[config.mk]
export PLATFORM = sky130hd
export DESIGN_NAME = sprite_palette_lut
export DESIGN_NICKNAME = d
export VERILOG_FILES = /design/src/rtl/sprite_palette_lut.sv
export SDC_FILE = /design/constraint.sdc
export NUM_CORES = 1
export LEC_CHECK = 0
export CAP_MARGIN = 20
export CORE_ASPECT_RATIO = 1.75
export CORE_MARGIN = 10
export CORE_UTILIZATION = 50
export CTS_CLUSTER_DIAMETER = 30
export CTS_CLUSTER_SIZE = 16
export DETAILED_ROUTE_END_ITERATION = 7
export HOLD_SLACK_MARGIN = 0.02
export PLACE_DENSITY = 0.71
export REMOVE_ABC_BUFFERS = 1
export SETUP_SLACK_MARGIN = 0.02
export SKIP_CTS_REPAIR_TIMING = 1
export SYNTH_ARGS = -nofsm -noshare
export SYNTH_HDL_FRONTEND = slang
export SYNTH_SLANG_ARGS = --single-unit
[constraint.sdc]
create_clock -name Clk -period 6.66 [get_ports Clk]
set_input_delay 1.332 -clock Clk [delete_from_list [all_inputs] [get_ports Clk]]
set_output_delay 1.332 -clock Clk [all_outputs]
set_load 0.05 [all_outputs]
[src/rtl/sprite_palette_lut.sv]
// Sprite palette lookup: NUM_PAL palettes of 2**INDEX_W 12-bit RGB entries.
// After reset the palettes self-initialise (index 0 = colour key magenta,
// everything else black). Afterwards the block serves one pixel lookup per
// cycle with a fixed two-cycle latency. It also provides a frame-based
// flash-to-white effect.
//
// Handshake: in_valid is a one-cycle request with no ready. A request accepted
// at edge N produces out_valid=1 with data after edge N+2. There is no
// backpressure, and requests presented while busy=1 are dropped.
module sprite_palette_lut #(
    parameter int INDEX_W      = 4,
    parameter int NUM_PAL      = 4,
    parameter int FLASH_FRAMES = 8,
    localparam int PAL_W       = $clog2(NUM_PAL)
) (
    input  logic               Clk,
    input  logic               Reset,
    input  logic               in_valid,
    input  logic [PAL_W-1:0]   pal_sel,
    input  logic [INDEX_W-1:0] index,
    input  logic               flash_en,
    input  logic               frame_tick,
    input  logic               wr_en,
    input  logic [PAL_W-1:0]   wr_pal,
    input  logic [INDEX_W-1:0] wr_index,
    input  logic [11:0]        wr_rgb,
    output logic               busy,
    output logic               out_valid,
    output logic [3:0]         red,
    output logic [3:0]         green,
    output logic [3:0]         blue,
    output logic               transparent
);

    localparam int ADDR_W = PAL_W + INDEX_W;
    localparam int DEPTH  = NUM_PAL * (2 ** INDEX_W);
    localparam int FC_W   = (FLASH_FRAMES > 1) ? $clog2(FLASH_FRAMES) : 1;

    localparam logic [ADDR_W-1:0] LAST_ADDR = ADDR_W'(DEPTH - 1);
    localparam logic [FC_W-1:0]   LAST_FRAME = FC_W'(FLASH_FRAMES - 1);
    localparam logic [11:0]       KEY_RGB   = 12'hF0B;

    typedef enum logic [0:0] {ST_INIT, ST_RUN} state_t;

    state_t              state;
    state_t              next_state;
    logic [ADDR_W-1:0]   init_addr;

    logic [11:0]         mem [DEPTH];
    logic                mem_we;
    logic [ADDR_W-1:0]   mem_waddr;
    logic [11:0]         mem_wdata;

    logic                s1_valid;
    logic                s1_key;
    logic                s1_flash;
    logic [11:0]         s1_data;
    logic                s2_valid;
    logic                s2_key;
    logic                s2_flash;
    logic [11:0]         s2_data;

    logic [FC_W-1:0]     frame_cnt;
    logic                phase;

    // FSM state register; reset always restarts initialisation.
    always_ff @(posedge Clk) begin
        if (Reset) state <= ST_INIT;
        else       state <= next_state;
    end

    // Next state: leave INIT once the final entry is being written.
    always_comb begin
        next_state = state;
        case (state)
            ST_INIT: if (init_addr == LAST_ADDR) next_state = ST_RUN;
            ST_RUN:  next_state = ST_RUN;
            default: next_state = ST_INIT;
        endcase
    end

    assign busy = (state == ST_INIT);

    // Init address walks every entry in {pal,index} order, one per cycle.
    always_ff @(posedge Clk) begin
        if (Reset)               init_addr <= '0;
        else if (state == ST_INIT) init_addr <= init_addr + ADDR_W'(1);
    end

    // Write port select: initialisation owns the port while busy, user writes are ignored.
    always_comb begin
        mem_we    = 1'b0;
        mem_waddr = '0;
        mem_wdata = '0;
        if (state == ST_INIT) begin
            mem_we    = 1'b1;
            mem_waddr = init_addr;
            mem_wdata = (init_addr[INDEX_W-1:0] == '0) ? KEY_RGB : 12'h000;
        end else if (wr_en) begin
            mem_we    = 1'b1;
            mem_waddr = {wr_pal, wr_index};
            mem_wdata = wr_rgb;
        end
    end

    // Palette RAM write port.
    always_ff @(posedge Clk) begin
        if (!Reset && mem_we) mem[mem_waddr] <= mem_wdata;
    end

    // Palette RAM read port; a same-edge write is not visible here (old data).
    always_ff @(posedge Clk) begin
        s1_data <= mem[{pal_sel, index}];
    end

    // Pipeline control bits; lookups are only accepted in RUN.
    always_ff @(posedge Clk) begin
        if (Reset) begin
            s1_valid <= 1'b0;
            s1_key   <= 1'b0;
            s1_flash <= 1'b0;
            s2_valid <= 1'b0;
            s2_key   <= 1'b0;
            s2_flash <= 1'b0;
        end else begin
            s1_valid <= in_valid && (state == ST_RUN);
            s1_key   <= (index == '0);
            s1_flash <= flash_en;
            s2_valid <= s1_valid;
            s2_key   <= s1_key;
            s2_flash <= s1_flash;
        end
    end

    // Second data stage: plain delay to reach the two-cycle latency.
    always_ff @(posedge Clk) begin
        s2_data <= s1_data;
    end

    // Frame counter and flash phase; phase toggles when the counter wraps.
    always_ff @(posedge Clk) begin
        if (Reset) begin
            frame_cnt <= '0;
            phase     <= 1'b0;
        end else if (frame_tick) begin
            if (frame_cnt == LAST_FRAME) begin
                frame_cnt <= '0;
                phase     <= ~phase;
            end else begin
                frame_cnt <= frame_cnt + FC_W'(1);
            end
        end
    end

    // Output stage: apply flash using the current phase, hold values when idle.
    always_ff @(posedge Clk) begin
        if (Reset) begin
            out_valid   <= 1'b0;
            red         <= 4'h0;
            green       <= 4'h0;
            blue        <= 4'h0;
            transparent <= 1'b0;
        end else begin
            out_valid <= s2_valid;
            if (s2_valid) begin
                transparent <= s2_key;
                if (s2_flash && phase && !s2_key) begin
                    red   <= 4'hF;
                    green <= 4'hF;
                    blue  <= 4'hF;
                end else begin
                    red   <= s2_data[11:8];
                    green <= s2_data[7:4];
                    blue  <= s2_data[3:0];
                end
            end
        end
    end

endmodule

* Yosys cells after proc, flatten, opt, wreduce, memory -nomap -nowiden
Memories as Yosys holds them, arrays and structs flattened. A register that Yosys moved wholly into a read port is not among the register bits. Index checks and enable logic that the tools add are counted.
Cells by class: reductions and logical operators 9, muxes and demuxes 15, bitwise gates (word level) 2, add/subtract/negate cells 2, equal/unequal tests 2
Operator list (number):
- $mux 12 | 3
- $mux 4 | 3
- $mux 6 | 2
- $logic_not 4->1 | 2
- $add 6x1->6 const B | 1
- $eq 6x6->1 const B | 1
- $mux 1 | 5
- $logic_and 1x1->1 | 4
- $add 3x1->3 const B | 1
- $eq 3x3->1 const B | 1
- $mux 3 | 1
- $logic_not 1->1 | 2
- $not 1->1 | 2
- $pmux 1 s2 | 1
- $reduce_and 2->1 | 1
Word-level totals: logic and storage cells 47, memories 1, output and inout port bits 15, input bits 30, RAM bits 768, register bits 43
Memories:
- mem | depth 64, bits a word 12, rd ports 1, clocked after memory_dff 1, wr ports 1, RTL line 49 | logic [11:0] mem [DEPTH];

* Longest topological paths before layout
Gate-level depths: netlist of the first run.
depth in word-level cells 5, depth in mapped cells 9

* Worst setup path after synthesis of the first run
No wires, ideal clock.
path kind input -> register, start input wr_en, end memory mem[17][0] (enable), setup time 0.380 ns, required time 6.280 ns, arrival time 3.014 ns, slack 3.265 ns, buffers on the path 1, stages on the path 6, cells stage by stage and2_0 -> a21oi_1 -> nand2_1 -> or2_2 -> clkbuf_1 -> nor2_1
Between the ends: word-level cells in the longest chain between the ends 5
RTL lines:
- start: declaration | RTL line 23 | input logic wr_en,
- $mux 1 | RTL line 99 | end else if (wr_en) begin
- $mux 1 | RTL line 95 | if (state == ST_INIT) begin
- $logic_and 1x1->1 | RTL line 108 | if (!Reset && mem_we) mem[mem_waddr] <= mem_wdata;
- $mux 1 | RTL line 108
- $mux 1 (not written as such) | RTL line 108
- end: declaration | RTL line 49
Several ways; a longest one is shown, not always the timed one.

* Final worst setup path of the first run
start input wr_en, end memory mem[4][8] (enable)
The elaborated chain is that of the path after synthesis.

==> metrics, run 1 <==
status=complete, no violations; drt drc=0; Leak=12.2 nW; Slew Viols, Final=0; initial drt markers=around 2000; filler instances=around 4500; Layout area overhead=14.4%; die extent in x=210 µm; Num CTS Buffers=85; Initial DRT Pass Iterations=7; synthesized cell area=0.0316 mm²; Core Region=0.0630 mm²; Setup-failing EPs final=0; number of synthesized flops with an enable pin=768; gpl congestion=0.969; Vias=16400; Syn Inst Count=between 1500 and 2000; Core Rows=122; Post-Syn Area per Cell=19.6 µm²; Power Dens Cells=314 mW/mm²; register area=0.0242 mm²; CTS max path bufs=3; # diodes=0; Place WS=1.66 ns; Worst EP arrival=4.75 ns; first-pass GRT wire length=117 mm; Synth area leader=edfxtp_1; Tcrit/Tclk final=0.677; vias in the first global route=16700; achievable frequency=0.222 GHz; top_reg_cell synth=edfxtp_1; vias per inst=approximately 6.3; antenna violations before repair=1; YS warnings=0; largest net degree at the start of global routing=73; PortBufs=44; Starting Density=0.502; post-synth top area share=0.729; die area=0.0741 mm²; Fin. Hold Viols=0; CP endpoint kind=flop; largest cells by area after synthesis=edfxtp_1 73%, mux4_2 10%, dfxtp_1 3.5%, mux2i_1 3.3%, nor2_1 1.3%; share of cells above drive strength 1=0.229; fin crit period=4.51 ns; # H-tree levels=3; WP data required=6.90 ns; count of different cell masters after synthesis=55; Max Clock Skew=0.0278 ns; Routed WL per cell=31.2 µm; area of the multi-input gates=0.00696 mm²; post-route ant nets=0; DP Wirelength=approximately 50 mm; Total Nets Final=1761; final worst-path setup slack=between 2 and 2.5 ns; Clock transition at path regs=about 0.070 ns; flops & latches, synth=823; Clock Tree Root=clkbuf_16; Max-Cap Viols=0; HP Class=flop to flop; grt total ovfl=0; Num Clock Sinks=823; startpoint types=primary input; RSZ-0062 raised after global routing=false; Routed WL=81.1 mm; Seq/Total Area, Yosys=0.764; die height=353 µm; setup total negative slack=0 ns; Crit Path Category=primary input to flop; CP Max Fanout=14; io pins=45; All-Layer GR Usage=0.218; Power Total=0.0114 W; Post-synth ARST share=0; worst slew pin tran=1.17 ns; CTS tree=yes; clk_lat worst skew=0.63 ns; worst vdd ir=0.000197 V; Slew HR=0.216
## power breakdown
group | total (W) | leakage [nW] | switching [W] | internal [W]
Sequential | 0.00577 | 7.82 | 0.0000149 | 0.00576
Clock | 0.00499 | 1.44 | 0.00212 | 0.00287
Combinational | 0.000613 | 2.93 | 0.000433 | 0.000181
Total | 0.0114 | 12.2 | 0.00257 | 0.00881
## final cells by class
| type | count | share of cell area |
|---|---|---|
| Sequential cell | 823 | 0.668 |
| Multi-Input combinational cell | 692 | 0.192 |
| Clock buffer | 93 | 0.0608 |
| Timing Repair Buffer | 115 | 0.0285 |
| Tap cell | 806 | 0.0279 |
| Clock inverter | 62 | 0.0217 |
| Inverter | 10 | 0.00104 |
## cell families after synthesis
kind of cell | after synthesis | share of synthesized area
buffers and inverters | 103 | 0.0168
XOR/XNOR | 5 | 0.00138
AO/OA/AOI/OAI | 185 | 0.0416
flip-flops | 823 | 0.764
AND/OR/NAND/NOR | 228 | 0.0327
adder cells (fa/ha/maj) | 4 | 0.00158
multiplexers | 270 | 0.142
## sequential cells by signal, summed over array words and instances, names as in the netlist
name / flops
s2_flash: 1
red: 4
s2_key: 1
transparent: 1
s1_flash: 1
out_valid: 1
green: 4
s2_data: 12
state: 1
s1_data: 12
s2_valid: 1
blue: 4
init_addr: 6
s1_valid: 1
phase: 1
s1_key: 1
mem: 768
frame_cnt: 3
## metrics by stage
stage                     utilization  instance area (µm²)  cells  hold WS [ns]
after CTS                       0.571                36000   2577         0.319
after global routing            0.574                36200   2601         0.321
final                           0.574                36200   2601         0.319
after detailed placement        0.524                33000   2422         0.312
after global placement          0.522                32900   2413         0.310
after floorplan                     -                31100   1525         0.310
## layout by cell type (no fill, tap or decap), types with 5 or more instances in the layout
cell type	count
o22ai_1	22
clkbuf_1	6
buf_4	62
mux2_2	24
clkinv_2	6
inv_1	10
clkinvlp_4	7
buf_6	7
nor2b_1	15
edfxtp_1	768
dfxtp_1	55
nand2_1	32
a211oi_1	15
o21ai_0	24
clkinv_8	5
inv_8	12
bufinv_16	10
mux2i_1	105
a21o_2	7
nand2b_1	5
nor2_1	111
clkbuf_16	87
nor3_1	17
mux4_2	141
a21oi_1	28
a32o_1	6
a31oi_1	7
nand3_1	19
and3_2	5
a221oi_1	9
a22oi_1	16
inv_6	14
o221ai_1	22
clkdlybuf4s50_1	40
or2_2	6
## metal layers
metal / vias to the layer above / global-route usage / routed length (µm)
met3: 216 / 0.0338 / 6050
met1: 8397 / 0.254 / 27800
met4: 2 / 0.156 / 6220
met2: 937 / 0.363 / 41000
met5: - / 0 / 7
li1: 6846 / - / -
## critical path, stage by stage
cell and delay (ns):
clkdlybuf4s50_1 0.66, and2_0 0.68, a32o_1 0.43, nand3_1 0.58, nor2_1 1.05
## worst paths after layout
path	start	endpoint	slack, ns	cells after the start
min reg2reg	s1_data[5]$_DFF_P_	s2_data[5]$_DFF_P_	0.32	0
min	s1_data[5]$_DFF_P_	s2_data[5]$_DFF_P_	0.32	0
max reg2reg	state$_SDFF_PP0_	mem[4][8]$_DFFE_PP_	2.63	4
max	wr_en	mem[4][8]$_DFFE_PP_	2.15	5
## Yosys cell counts, types with 4 or more instances
cell type and number:
a211o_1 4, nand2_1 32, edfxtp_1 768, a31oi_1 7
o211ai_1 4, a21o_1 8, inv_1 10, mux2i_1 105
or2_2 6, nand3_1 19, buf_4 23, a211oi_1 15
buf_6 5, nor3_1 17, mux4_2 141, a22o_1 4
a221oi_1 9, a32o_1 6, nor2b_1 16, ha_1 4
nor2_1 111, a21oi_1 28, nand2b_1 5, dfxtp_1 55
clkbuf_1 47, o221ai_1 22, and3_1 9, buf_2 17
xor2_1 4, a22oi_1 16, mux2_2 24, o22ai_1 22
o21ai_0 24
(Power assumes the default switching activity.)
==> run 2: changes to the inputs <==
clock period = 4.45 ns   (was 6.66 ns; I/O delays follow)
==> run 2 against run 1 <==
Compared with the run above: register-to-register slack lost 1.3 ns; cell count grew 1.5%; clock power grew 30%; flip-flop and latch count is the same; combinational power grew 51%; worst setup slack lost 1.2 ns; sequential power grew 50%; sequential share of layout area grew 0.13 points; non-clock buffer count grew 57; total power grew 41%; critical path type is now flop to output port; highest routed layer is now met4.
==> metrics, run 2 (synthesized netlist as in run 1, its figures left out) <==
biggest regs=mem (768), s1_data (12), s2_data (12); cell count after placement=2501 (+3.3%); vias in the first global route=17000 (+1.4%); first-pass GRT wire length=117 mm (-0.44%); area of the multi-input gates=0.00696 mm² (about the same); Vias=16500 (+0.73%); Final Util=0.573 (-0.00113); # H-tree levels=3 (unchanged); Clock Tree Root=clkbuf_16; Initial DRT Pass Iterations=7 (unchanged); vias per inst=6.25 (-0.79%); die area=0.0741 mm² (unchanged); Num Clock Sinks=823 (unchanged); Fin. Hold Viols=0 (unchanged); HP Class=flop to flop; CTS max path bufs=3 (unchanged); achievable frequency=0.289 GHz; grt total ovfl=0 (unchanged); WP data required=3.56 ns (-3.34 ns); Layout area overhead=14.2%; # diodes=0 (unchanged); Setup-failing EPs final=0 (unchanged); Starting Density=0.502 (unchanged); CP endpoint kind=output port; max FFs per register=768 (unchanged); Core Region=0.0630 mm² (unchanged); Power Dens Cells=444 mW/mm² (+41%); Max Clock Skew=0.0214 ns (-0.00645 ns); Leak=12.2 nW (+0.41%); startpoint types=flop; Place WS=0.588 ns (-1.07 ns); die height=353 µm (unchanged); worst slew pin tran=0.984 ns (-0.190 ns); Num CTS Buffers=78 (-8.2%); Routed WL=80.0 mm (-1.3%); Slew HR=0.340 (+0.124); setup total negative slack=0 ns (unchanged); most frequent cells in the layout=768 x edfxtp_1, 141 x mux4_2, 124 x buf_4; Largest Register=mem; final worst-path setup slack=0.984 ns (-1.16 ns); Routed WL per cell=30.3 µm (-2.8%); antenna violations before repair=2 (+1); Core Rows=122 (unchanged); clk_lat worst skew=0.62 ns (about the same); CTS tree=yes; Crit Path Category=flop to output port; io pins=45 (unchanged); share of cells above drive strength 1=0.240 (+0.0114); Slew Viols, Final=0 (unchanged); gpl congestion=0.993 (+2.5%); Max-Cap Viols=0 (unchanged); fin crit period=3.47 ns; drt drc=0 (unchanged); All-Layer GR Usage=0.216 (-0.00196); register-to-register path setup slack=1.28 ns (-1.35 ns); largest net degree at the start of global routing=65 (-11%); register area=0.0242 mm² (unchanged); status=complete, no violations; commonest non-fill, non-tap cell in the layout=edfxtp_1; post-route ant nets=0 (unchanged); DP Wirelength=52.2 mm (+1.7%); Worst EP arrival=2.58 ns (-2.17 ns); filler instances=4539 (+0.82%); CP Max Fanout=26 (+12); Finished Layout Cells=2641 (+1.5%); PortBufs=44 (unchanged); worst vdd ir=0.000296 V (+50%); Tcrit/Tclk final=0.779; RSZ-0062 raised after global routing=false; Total Nets Final=1811 (+2.8%); Clock transition at path regs=0.07 ns (about the same); initial drt markers=1896 (-3.4%); die extent in x=210 µm (unchanged)
run 2: final timing paths:
check | from | to | cells past startpoint
max | state$_SDFF_PP0_ | busy | 2
min | s1_data[5]$_DFF_P_ | s2_data[5]$_DFF_P_ | 0
max reg2reg | state$_SDFF_PP0_ | mem[56][4]$_DFFE_PP_ | 7
min reg2reg | s1_data[5]$_DFF_P_ | s2_data[5]$_DFF_P_ | 0
run 2: worst max-delay path, cell delays in order, from the launching register on:
cell and delay (ns):
dfxtp_1 0.87, inv_1 0.28, clkdlybuf4s50_1 0.81
run 2: through the flow:
step | instance area (µm²) | total power [W] | hold WS [ns]
after floorplan | 31100 | 0.00921 | 0.310
after CTS | 36100 | 0.0161 | 0.319
after global routing | 36100 | 0.0165 | 0.318
after global placement | 33600 | 0.00970 | 0.311
final | 36100 | 0.0160 | 0.313
after detailed placement | 33600 | 0.00972 | 0.312
run 2: final cells by class:
| cell class | instances | share of cell area |
|---|---|---|
| repair buffers | 172 | 0.0401 |
| clock inverters | 46 | 0.0120 |
| clock buffers | 92 | 0.0573 |
| flip-flops and latches | 823 | 0.669 |
| multi-input cells | 692 | 0.193 |
| well taps | 806 | 0.0279 |
| inverters | 10 | 0.00104 |
run 2: layer usage:
layer / global-route usage / share of wire
met4: 0.129 / 0.063
met1: 0.249 / 0.33
met5: 0 / 0
met2: 0.376 / 0.52
met3: 0.0311 / 0.078
run 2: power by group:
group | switching [W] | leakage (nW) | total, W | internal (W)
Clock | 0.00290 | 1.21 | 0.00648 | 0.00358
Sequential | 0.0000233 | 7.82 | 0.00864 | 0.00862
Combinational | 0.000635 | 3.22 | 0.000927 | 0.000292
Total | 0.00356 | 12.2 | 0.0160 | 0.0125
==> run 3: changes to the inputs <==
clock period = 3.3 ns   (was 4.45 ns; I/O delays follow)
==> run 3 against run 2 <==
Compared with the run above: first-iteration DRC count shrank 2.8%; worst setup slack lost 0.56 ns; global-route usage grew 1.1 points; clock-buffer cell count grew 4; critical path type unchanged; largest cell class unchanged; highest routed layer is now met5.
==> metrics, run 3 (synthesized netlist as in run 1, its figures left out) <==
HP Class=flop to flop; io pins=45 (unchanged); Clock Tree Root=clkbuf_16; fin area=0.0373 mm² (+3.4%); worst slew pin tran=0.938 ns (-0.0459 ns); Leak=12.9 nW (+5.1%); die height=353 µm (unchanged); Post-DP Area=0.0343 mm² (+2.0%); CP endpoint kind=output port; All-Layer GR Usage=0.227 (+0.0108); Vias=17100 (+3.4%); Num CTS Buffers=88 (+13%); Largest Register=mem; antenna violations before repair=3 (+1); setup total negative slack=0 ns (unchanged); Max-Cap Viols=0 (unchanged); fin crit period=2.87 ns; Slew Viols, Final=0 (unchanged); die extent in x=210 µm (unchanged); vias in the first global route=17500 (+3.1%); Layout area overhead=18.1%; Total Nets Final=1873 (+3.4%); Routed WL=83.9 mm (+4.8%); worst vdd ir=0.000409 V (+38%); commonest non-fill, non-tap cell in the layout=edfxtp_1; Power Total=0.0233 W (+45%); Crit Path Category=flop to output port; CP Max Fanout=25 (-3.8%); grt total ovfl=0 (unchanged); max FFs per register=768 (unchanged); Place WS=-0.0597 ns (-0.648 ns); Routed WL per cell=30.9 µm (+1.9%); Fin. Hold Viols=0 (unchanged); status=complete, no violations; Power Dens Cells=623 mW/mm² (+40%); CTS tree=yes; Slew HR=0.372 (+0.0322); Num Clock Sinks=823 (unchanged); Setup-failing EPs final=0 (unchanged); Starting Density=0.502 (unchanged); Clock transition at path regs=0.06 ns (about the same); first-pass GRT wire length=122 mm (+4.4%); startpoint types=flop; # diodes=0 (unchanged); Tcrit/Tclk final=0.870; gpl congestion=0.950 (-4.3%); DP Wirelength=54.5 mm (+4.5%); post-route ant nets=0 (unchanged); Core Rows=122 (unchanged); clk_lat worst skew=0.64 ns (+0.02 ns); drt drc=0 (unchanged); filler instances=4419 (-2.6%); Max Clock Skew=0.0187 ns (-0.00268 ns); WP data required=2.64 ns (-0.92 ns); initial drt markers=1843 (-2.8%); CTS max path bufs=3 (unchanged); achievable frequency=approximately 0.35 GHz; RSZ-0062 raised after global routing=false; Core Region=0.0630 mm² (unchanged); vias per inst=6.29 (+0.50%); die area=0.0741 mm² (unchanged); # H-tree levels=3 (unchanged); biggest regs=mem (768), s1_data (12), s2_data (12); Worst EP arrival=2.21 ns (-0.37 ns); most frequent cells in the layout=768 x edfxtp_1, 156 x buf_4, 141 x mux4_2; largest net degree at the start of global routing=65 (unchanged); PortBufs=44 (unchanged); final worst-path setup slack=0.429 ns (-0.555 ns); Initial DRT Pass Iterations=6 (-1); share of cells above drive strength 1=0.275 (+0.0348)
run 3: changes by cell type in the layout (fill, tap and decap cells not counted), sizes merged:
cell	before	now
buf	130	183
bufinv	3	8
inv	24	41
clkinvlp	6	5
clkbuf	94	97
run 3: metrics by stage:
stage,hold WS (ns),instances,util
final,0.331,2718,0.592
after global routing,0.330,2718,0.592
after CTS,0.329,2718,0.592
after detailed placement,0.314,2555,0.544
after global placement,0.311,2555,0.544
after floorplan,0.310,1525,-
run 3: power by group:
| group | leakage [nW] | switching, W | internal, W | total [W] |
|---|---|---|---|---|
| combinational | 3.55 | 0.000902 | 0.000446 | 0.00135 |
| sequential | 7.82 | 0.0000319 | 0.0116 | 0.0117 |
| clock | 1.50 | 0.00437 | 0.00590 | 0.0103 |
| total | 12.9 | 0.00530 | 0.0180 | 0.0233 |
run 3: cell type report:
cell class | instances | area (µm²) | area share
Sequential cell | 823 | 24200 | 0.647
Multi-Input combinational cell | 692 | 6960 | 0.186
Clock buffer | 96 | 2320 | 0.0620
Timing Repair Buffer | 224 | 2110 | 0.0564
Tap cell | 806 | 1010 | 0.0270
Clock inverter | 67 | 758 | 0.0203
Inverter | 10 | 37.5 | 0.00100
run 3: path summary, 6_finish.rpt:
kind,from,endpoint,slack [ns],cells after the start
setup / recovery,state$_SDFF_PP0_,busy,0.43,3
hold / removal,s1_data[1]$_DFF_P_,s2_data[1]$_DFF_P_,0.33,0
setup reg to reg,init_addr[0]$_SDFFE_PP0N_,mem[59][8]$_DFFE_PP_,0.68,6
hold reg to reg,s1_data[1]$_DFF_P_,s2_data[1]$_DFF_P_,0.33,0
run 3: worst max-delay path, cell delays in order (launching register included):
cell and delay (ns):
dfxtp_1 0.32, buf_4 0.21, inv_1 0.21, clkdlybuf4s50_1 0.85
run 3: per-layer routing:
metal,global-route usage,wire length (µm),up-vias
li1,-,-,7080
met1,0.255,27600,8788
met2,0.394,43800,978
met3,0.0393,6800,235
met4,0.141,5660,4
met5,0,33,-
